`src/rtl/uart_tx_phy_pkg.sv`:
```
// Shared definitions for the UART TX PHY: serializer state encoding and frame geometry.
package uart_tx_phy_pkg;

    typedef enum logic [1:0] {
        TX_IDLE  = 2'd0,
        TX_START = 2'd1,
        TX_DATA  = 2'd2,
        TX_STOP  = 2'd3
    } tx_state_e;

    localparam int unsigned FRAME_BITS = 8;
    localparam logic [2:0]  LAST_BIT   = 3'(FRAME_BITS - 1);

endpackage

```
`src/rtl/uart_tx_phy_fifo.sv`:
```
// Generic synchronous FIFO (power-of-2 depth) shared by the UART TX and RX PHYs.
// Pop data is the combinational head entry; a push while full is dropped.
module uart_fifo #(
    parameter int DEPTH = 8,
    parameter int WIDTH = 8
) (
    input  logic                       clock,
    input  logic                       reset,
    input  logic                       push,
    input  logic [WIDTH-1:0]           push_data,
    input  logic                       pop,
    output logic [WIDTH-1:0]           pop_data,
    output logic                       full,
    output logic                       empty,
    output logic [$clog2(DEPTH):0]     count
);

    localparam int            AW       = $clog2(DEPTH);
    localparam logic [AW:0]   FULL_CNT = (AW + 1)'(DEPTH);

    logic [WIDTH-1:0] mem_q [DEPTH];
    logic [AW-1:0]    wr_ptr_q, wr_ptr_d;
    logic [AW-1:0]    rd_ptr_q, rd_ptr_d;
    logic [AW:0]      count_q, count_d;
    logic             push_ok;
    logic             pop_ok;

    assign full     = (count_q == FULL_CNT);
    assign empty    = (count_q == '0);
    assign count    = count_q;
    assign pop_data = mem_q[rd_ptr_q];

    // Fullness is judged on the registered count, before any same-cycle pop.
    assign push_ok = push && !full;
    assign pop_ok  = pop && !empty;

    always_comb begin
        wr_ptr_d = wr_ptr_q;
        rd_ptr_d = rd_ptr_q;
        count_d  = count_q;
        if (push_ok) begin
            wr_ptr_d = wr_ptr_q + 1'b1;
        end
        if (pop_ok) begin
            rd_ptr_d = rd_ptr_q + 1'b1;
        end
        case ({push_ok, pop_ok})
            2'b10:   count_d = count_q + 1'b1;
            2'b01:   count_d = count_q - 1'b1;
            default: count_d = count_q;
        endcase
    end

    always_ff @(posedge clock or negedge reset) begin
        if (!reset) begin
            wr_ptr_q <= '0;
            rd_ptr_q <= '0;
            count_q  <= '0;
        end else begin
            wr_ptr_q <= wr_ptr_d;
            rd_ptr_q <= rd_ptr_d;
            count_q  <= count_d;
        end
    end

    always_ff @(posedge clock) begin
        if (push_ok) begin
            mem_q[wr_ptr_q] <= push_data;
        end
    end

endmodule

```
`src/rtl/uart_tx_phy.sv`:
```
// UART transmit PHY: TX FIFO feeding an 8N1/8N2 serializer with a programmable baud divisor.
// FIFO_DEPTH must be a power of 2 and >= 2.
module uart_tx_phy
    import uart_tx_phy_pkg::*;
#(
    parameter int FIFO_DEPTH = 8
) (
    input  logic                          clock,
    input  logic                          reset,
    input  logic                          txen,
    input  logic                          nstop,
    input  logic [15:0]                   div,
    input  logic [$clog2(FIFO_DEPTH)-1:0] txcnt,
    input  logic                          tx_fifo_wr_en,
    input  logic [7:0]                    tx_fifo_wr_data,
    output logic                          tx_fifo_full,
    output logic                          tx_fifo_empty,
    output logic                          tx_fifo_less_than_watermark,
    output logic                          txd
);

    localparam int CW = $clog2(FIFO_DEPTH) + 1;

    tx_state_e   state_q, state_d;
    logic [7:0]  shift_q, shift_d;
    logic [15:0] div_q, div_d;
    logic        nstop_q, nstop_d;
    logic [15:0] baud_q, baud_d;
    logic [2:0]  bit_q, bit_d;
    logic        stop2_q, stop2_d;

    logic          fifo_pop;
    logic [7:0]    fifo_rd_data;
    logic [CW-1:0] fifo_count;
    logic          baud_end;

    uart_fifo #(
        .DEPTH (FIFO_DEPTH),
        .WIDTH (8)
    ) u_fifo (
        .clock     (clock),
        .reset     (reset),
        .push      (tx_fifo_wr_en),
        .push_data (tx_fifo_wr_data),
        .pop       (fifo_pop),
        .pop_data  (fifo_rd_data),
        .full      (tx_fifo_full),
        .empty     (tx_fifo_empty),
        .count     (fifo_count)
    );

    assign tx_fifo_less_than_watermark = (fifo_count < {1'b0, txcnt});
    assign baud_end = (baud_q == div_q);

    always_comb begin
        state_d  = state_q;
        shift_d  = shift_q;
        div_d    = div_q;
        nstop_d  = nstop_q;
        baud_d   = baud_q;
        bit_d    = bit_q;
        stop2_d  = stop2_q;
        fifo_pop = 1'b0;
        txd      = 1'b1;
        case (state_q)
            TX_IDLE: begin
                if (txen && !tx_fifo_empty) begin
                    fifo_pop = 1'b1;
                    shift_d  = fifo_rd_data;
                    div_d    = div;
                    nstop_d  = nstop;
                    baud_d   = '0;
                    stop2_d  = 1'b0;
                    state_d  = TX_START;
                end
            end
            TX_START: begin
                txd = 1'b0;
                if (baud_end) begin
                    baud_d  = '0;
                    bit_d   = '0;
                    state_d = TX_DATA;
                end else begin
                    baud_d = baud_q + 16'd1;
                end
            end
            TX_DATA: begin
                txd = shift_q[0];
                if (baud_end) begin
                    baud_d  = '0;
                    shift_d = shift_q >> 1;
                    if (bit_q == LAST_BIT) begin
                        stop2_d = 1'b0;
                        state_d = TX_STOP;
                    end else begin
                        bit_d = bit_q + 3'd1;
                    end
                end else begin
                    baud_d = baud_q + 16'd1;
                end
            end
            TX_STOP: begin
                // Two-stop-bit frames run the bit timer twice, tracked by stop2.
                if (baud_end) begin
                    baud_d = '0;
                    if (nstop_q && !stop2_q) begin
                        stop2_d = 1'b1;
                    end else begin
                        state_d = TX_IDLE;
                    end
                end else begin
                    baud_d = baud_q + 16'd1;
                end
            end
            default: begin
                state_d = TX_IDLE;
            end
        endcase
    end

    always_ff @(posedge clock or negedge reset) begin
        if (!reset) begin
            state_q <= TX_IDLE;
            baud_q  <= '0;
            bit_q   <= '0;
            stop2_q <= 1'b0;
        end else begin
            state_q <= state_d;
            baud_q  <= baud_d;
            bit_q   <= bit_d;
            stop2_q <= stop2_d;
        end
    end

    // Frame payload and latched settings are only consumed outside IDLE, so they carry no reset.
    always_ff @(posedge clock) begin
        shift_q <= shift_d;
        div_q   <= div_d;
        nstop_q <= nstop_d;
    end

endmodule
```
`config.mk`:
```
export PLATFORM = sky130hd
export DESIGN_NAME = uart_tx_phy
export DESIGN_NICKNAME = d
export VERILOG_FILES = /design/src/rtl/uart_tx_phy_pkg.sv /design/src/rtl/uart_tx_phy_fifo.sv /design/src/rtl/uart_tx_phy.sv
export SDC_FILE = /design/constraint.sdc
export NUM_CORES = 1
export LEC_CHECK = 0
export BUFFER_PORTS_ARGS = -buffer_cell sky130_fd_sc_hd__buf_2
export CAP_MARGIN = 10
export CORE_MARGIN = 2
export CORE_UTILIZATION = 30
export CTS_CLUSTER_DIAMETER = 120
export CTS_CLUSTER_SIZE = 12
export DETAILED_ROUTE_END_ITERATION = 10
export PLACE_DENSITY_LB_ADDON = 0.15
export SLEW_MARGIN = 20
export SYNTH_ARGS = -nofsm -noshare
export SYNTH_HDL_FRONTEND = slang
export SYNTH_SLANG_ARGS = --single-unit
```
`constraint.sdc`:
```
create_clock -name clock -period 6.3 [get_ports clock]
set_clock_uncertainty 0.2 [all_clocks]
set_input_delay 0.315 -clock clock [delete_from_list [all_inputs] [get_ports clock]]
set_output_delay 0.315 -clock clock [all_outputs]
set_load 0.1 [all_outputs]
```
## After elaboration in Yosys (flattened, before gate mapping)

Memories as Yosys holds them, arrays and structs flattened.
Cells that the tools add are included.

- Flip-flop bits (word level): 57
- Output and inout port bits: 4
- Bits in writable memories: 64
- Memories: 1
- Input bits: 32
- Logic and storage cells: 82

Memory list:

| name | depth | width | read ports | clocked after Yosys merged registers in | write ports | RTL line | RTL |
|---|---|---|---|---|---|---|---|
| u_fifo.mem_q | 8 | 8 | 1 | 0 | 1 | uart_tx_phy_fifo.sv:21 | `logic [WIDTH-1:0] mem_q [DEPTH];` |

- Reduce and logical (&&, ||, !) cells: 19
- Mux-type cells: 29
- Eq/ne operators: 16
- Add/sub/neg operators: 6
- Order comparisons: 1

Operators by type and width:

| cell | number |
|---|---|
| $mux W16 | 2 |
| $pmux W16 S2 | 1 |
| $add A16 B1 Y16 const B | 1 |
| $eq A16 B16 Y1 | 1 |
| $mux W8 | 2 |
| $ne A2 B2 Y1 const B | 8 |
| $pmux W8 S2 | 1 |
| $mux W2 | 6 |
| $reduce_and A6 Y1 | 2 |
| $add A3 B1 Y3 const B | 3 |
| $mux W1 | 9 |
| $mux W3 | 3 |
| $pmux W2 S4 | 1 |
| $pmux W4 S2 | 1 |
| $eq A2 B2 Y1 const B | 3 |
| $pmux W3 S2 | 1 |
| $reduce_bool A2 Y1 | 3 |
| $add A4 B1 Y4 const B | 1 |
| $eq A2 B1 Y1 const B | 2 |
| $eq A4 B4 Y1 const B | 1 |
| $logic_and A1 B1 Y1 | 4 |
| $logic_not A4 Y1 | 1 |
| $lt A4 B3 Y1 | 1 |
| $reduce_and A4 Y1 | 1 |
| 10 further kinds | 12 |

## Logic depth before layout (Yosys ltp)

- Depth after elaboration: 8
- Mapped depth: 11
- Depth with buffers taken out: 11

## Modules after synthesis

Synthesis repeated with hierarchy kept, for this count alone.

- Cells, all modules: 378
- Area, all modules: 5,656.7 um2

Modules (own cells, without submodules):

| module | sequential area each (um2) | cells each | instances | area an instance (um2) |
|---|---|---|---|---|
| uart_fifo | 2,172.1 | 160 | 1 | 3,124.2 |
| uart_tx_phy | 1,301.2 | 218 | 1 | 2,532.4 |

## Worst setup path after synthesis

OpenSTA, ideal clock, no wires.

- Path type: register -> output
- Start: reg state_q[0]
- End: out txd
- Data required time: 5.785 ns
- Setup slack: 2.632 ns
- Arrival: 3.153 ns
- Path buffers: 2
- Cell stages (with the launch flop): 6
- Cell sequence: dfrtp_1 inv_1 ha_1 clkbuf_1 clkbuf_1 o21ai_0

- Cells in the longest elaborated chain, start to end: 2
- Elaborated cells between the ends (all ways): 3

Ends and longest elaborated chain:

| element | RTL line | RTL |
|---|---|---|
| start: declaration | uart_tx_phy.sv:24 | `tx_state_e state_q, state_d;` |
| start signal: assignment | uart_tx_phy.sv:128 | `state_q <= state_d;` |
| $eq A2 B2 Y1 or $eq A2 B1 Y1 (tied branches) | uart_tx_phy.sv:65 | `case (state_q)` |
| $pmux W1 S2 * | uart_tx_phy.sv:65 |  |
| end: declaration | uart_tx_phy.sv:19 | `output logic txd` |

Mark *: on every way between the ends. The rest lies on a longest branch, timed or not.

## Final worst setup path

Same ends and word-level chain as after synthesis.

==> out/qor.yml <==
synthCells: 374
layout.nets: 494
area_delta_synth_final_pct: 23.57
holdPathStages: 4
start_util_pct: 30.85
yosysTopAreaCellShare_pct: 49.74
clk_root_buffer_cell: "clkbuf_16"
ys_seq_area_share_pct: 64.65
synth_compound_area_share_pct: 6.567
avgSynthCellArea_um2: 14.37
async_flop_share_pct: 26.45
drive_gt1_share_pct: 20.74
crit_slowest_cell: "ha_1"
detail-route-antenna-nets: 0
syn_area_um2: 5373
min_from: "tx_fifo_wr_en"
p_leak_nw: 2.483
routed.top_layer: "met4"
synth-seq-cells: 121
htreeDepth: 4
post_cts_buffers: 0
critPathTopFamily: "adder cells"
hpwl_um: 7298
drt-pass1-iter-count: 4
finalCriticalPeriod_ps: 2926
critPathRequiredTime_ps: 5780
cts.sinks: 121
rows: 48
grt_overflow: 0
synthMuxAreaShare_pct: 9.269
cp_max_fo: 28
path_cells: "inv_1 > ha_1 > nand2_1 > o21ai_0 > buf_2"
drcViolationCount: 0
core-area_um2: 17420
worst_hold_path.endpoint: "u_fifo.wr_ptr_q[1]$_DFFE_PN0P_"
clock.fmax_ghz: 0.3418
rsz0062_at_grt: "false"
gp_congestion: 0.7623
drt-initial-drc-count: 224
die-area_um2: 19000
num_io_pins: 36
finalSetupViolations: 0
routed_wl_um: 11210
synth-xor-area-share_pct: 3.749
num_vias: 3245
synth_nets: 423
synth_top_family_by_area: "simple AND/OR/NAND/NOR gates"
power_density_nw_per_um2: 468.0
setup.worst_path.end_class: "primary output"
n_antenna_cell: 0
crit_arrival_ps: 2410
slew_headroom_pct: 35.47
hold_violations: 0
cts_tree: "yes"
wl_met3_um: 353
yosys.area_share.adder_pct: 4.099
drv_cap: 0
grt_pass1_vias: 3315
outcome: "finished, final reports clean"
crit_buf_inv: 2
path_clk_slew_ps: 60
numCtsBuffers: 17
yosys.area_share.simple_pct: 9.408
r2r_slack_ps: 3430
critPathKind: "flop to primary output"
fin_util_pct: 38.12
grt_max_degree: 33
yosysMostFrequentCell: "edfxtp_1"
slew_violations: 0
start_kind: "flop"
fin_tns_setup_ps: 0
synth_edf_count: 89
vdd_drop_max_mv: 0.2317
cts_buffer_depth: 2
grt.total_usage_pct: 13.18
clk_latency_ps: 420
ys_types: 44
wire_per_inst_um: 16.41
yosysTopAreaCell: "edfxtp_1"
reg2reg_to: "u_fifo.count[3]$_DFFE_PN0P_"
slowest_delay_ps: 720
reg2reg_depth: 10
synth_warnings: 0
netlist_top_cells_area: "edfxtp_1 (50%), dfrtp_1 (15%), mux4_2 (6.7%)"
grt_pass1_wl_um: 18170
worstReg2RegStart: "u_fifo.count[1]$_DFFE_PN0P_"
numPortBuffers: 35
antenna_found_initial: 0
ys_top_cells_by_count: "edfxtp_1 (89), nand2_1 (41), dfrtp_1 (32), xnor2_1 (20), o21ai_0 (19)"
hold_path.class: "input pin to flop"
routedLengthMet1_um: 5286
fp.dieH_um: 137.8
vias_per_cell: 4.751
period_share_pct: 46.44
worst_pin_slew_ps: 964.4
die_w_um: 137.8
ys.flop_type: "edfxtp_1"
routed-wl-met2_um: 5448
fill_cells: 1665
layout make-up:
| type | count | area [µm²] | share of cell area, % |
|---|---|---|---|
| multi-input combinational | 226 | 1788 | 26.93 |
| tap | 225 | 281.5 | 4.240 |
| clock inverter | 15 | 148.9 | 2.243 |
| inverter | 13 | 48.80 | 0.7350 |
| sequential | 121 | 3473 | 52.32 |
| clock buffer | 17 | 425.4 | 6.408 |
| timing repair buffer | 66 | 473.0 | 7.124 |
stage by stage:
step	std cells	hold slack (ps)	setup slack (ps)	power (W)	area, µm²
detailed placement	625	252.8	3408	0.002199	5804
global placement	625	257.7	3454	0.002181	5804
global route	683	177.7	3094	0.003301	6639
floorplan	374	-180.6	2632	0.001930	5373
finish	683	140.1	3374	0.003107	6639
CTS	683	134.7	3325	0.003158	6639
cell families (layout without fill, tap and decap cells):
| family | count (synthesis) | count (layout) |
|---|---|---|
| flip-flops | 121 | 121 |
| multiplexers | 29 | 29 |
| buffers and inverters | 27 | 111 |
| adder cells (fa/ha/maj) | 17 | 17 |
| AND/OR/NAND/NOR | 106 | 106 |
| AO/OA/AOI/OAI | 51 | 51 |
| XOR/XNOR | 23 | 23 |
layout by cell type (no fill, tap or decap), types with 3 or more instances in the layout:
master          n
edfxtp_1       89
nand2_1        41
buf_2          35
dfrtp_1        32
dlygate4sd3_1  26
xnor2_1        20
o21ai_0        19
nand3_1        17
clkbuf_16      17
mux4_2         16
ha_1           16
inv_1          13
nor2_1         12
mux2i_1        10
a21oi_1         8
or3_1           7
nand4_1         6
nor3_1          5
o311ai_0        5
inv_6           5
inv_8           5
buf_4           5
nand2b_1        4
a21o_1          4
a22o_1          4
and2_1          3
xor2_1          3
power breakdown:
part / switching, W / internal [W] / total, W
clock: 0.000407 / 0.000526 / 0.000933
combinational: 0.000535 / 0.000390 / 0.000925
sequential: 0.000169 / 0.00108 / 0.00125
total: 0.00111 / 0.00200 / 0.00311
sequential cells by signal, summed over array words and instances, names as in the netlist:
signal	count
shift_q	8
state_q	2
u_fifo.rd_ptr_q	3
bit_q	3
stop2_q	1
div_q	16
nstop_q	1
u_fifo.mem_q	64
u_fifo.count	4
baud_q	16
u_fifo.wr_ptr_q	3
worst max-delay path by stage:
stage | start | to | slack (ps) | cells after the start
6_report | state_q[0]$_DFFE_PN0P_ | txd | 3370 | 5
5_1_grt | state_q[0]$_DFFE_PN0P_ | txd | 3090 | 5
4_1_cts | state_q[0]$_DFFE_PN0P_ | txd | 3330 | 5
3_5_place_dp | u_fifo.count[1]$_DFFE_PN0P_ | u_fifo.count[3]$_DFFE_PN0P_ | 3410 | 10
3_3_place_gp | u_fifo.count[1]$_DFFE_PN0P_ | u_fifo.count[3]$_DFFE_PN0P_ | 3450 | 10
2_1_floorplan | state_q[0]$_DFFE_PN0P_ | txd | 2630 | 5
worst reg2reg max path: stages (launching register included):
cell and delay [ps]:
dfrtp_1 420, or4_1 600, nand2_1 170, nor2_1 130, ha_1 270, ha_1 280
a21o_1 170, a21oi_1 170, xnor2_1 140, nor2_1 70, xor2_1 140
routing by layer:
metal,vias up,global-route usage (%)
li1,1562,-
met1,1620,17.02
met2,56,21.28
met3,7,3.201
met4,0,5.442
met5,-,0
repair_timing:
item	CTS	global route
gates resized for setup	0	0
hold endpoints to repair	113	0
hold buffers	26	0
(Power assumes the default switching activity.)
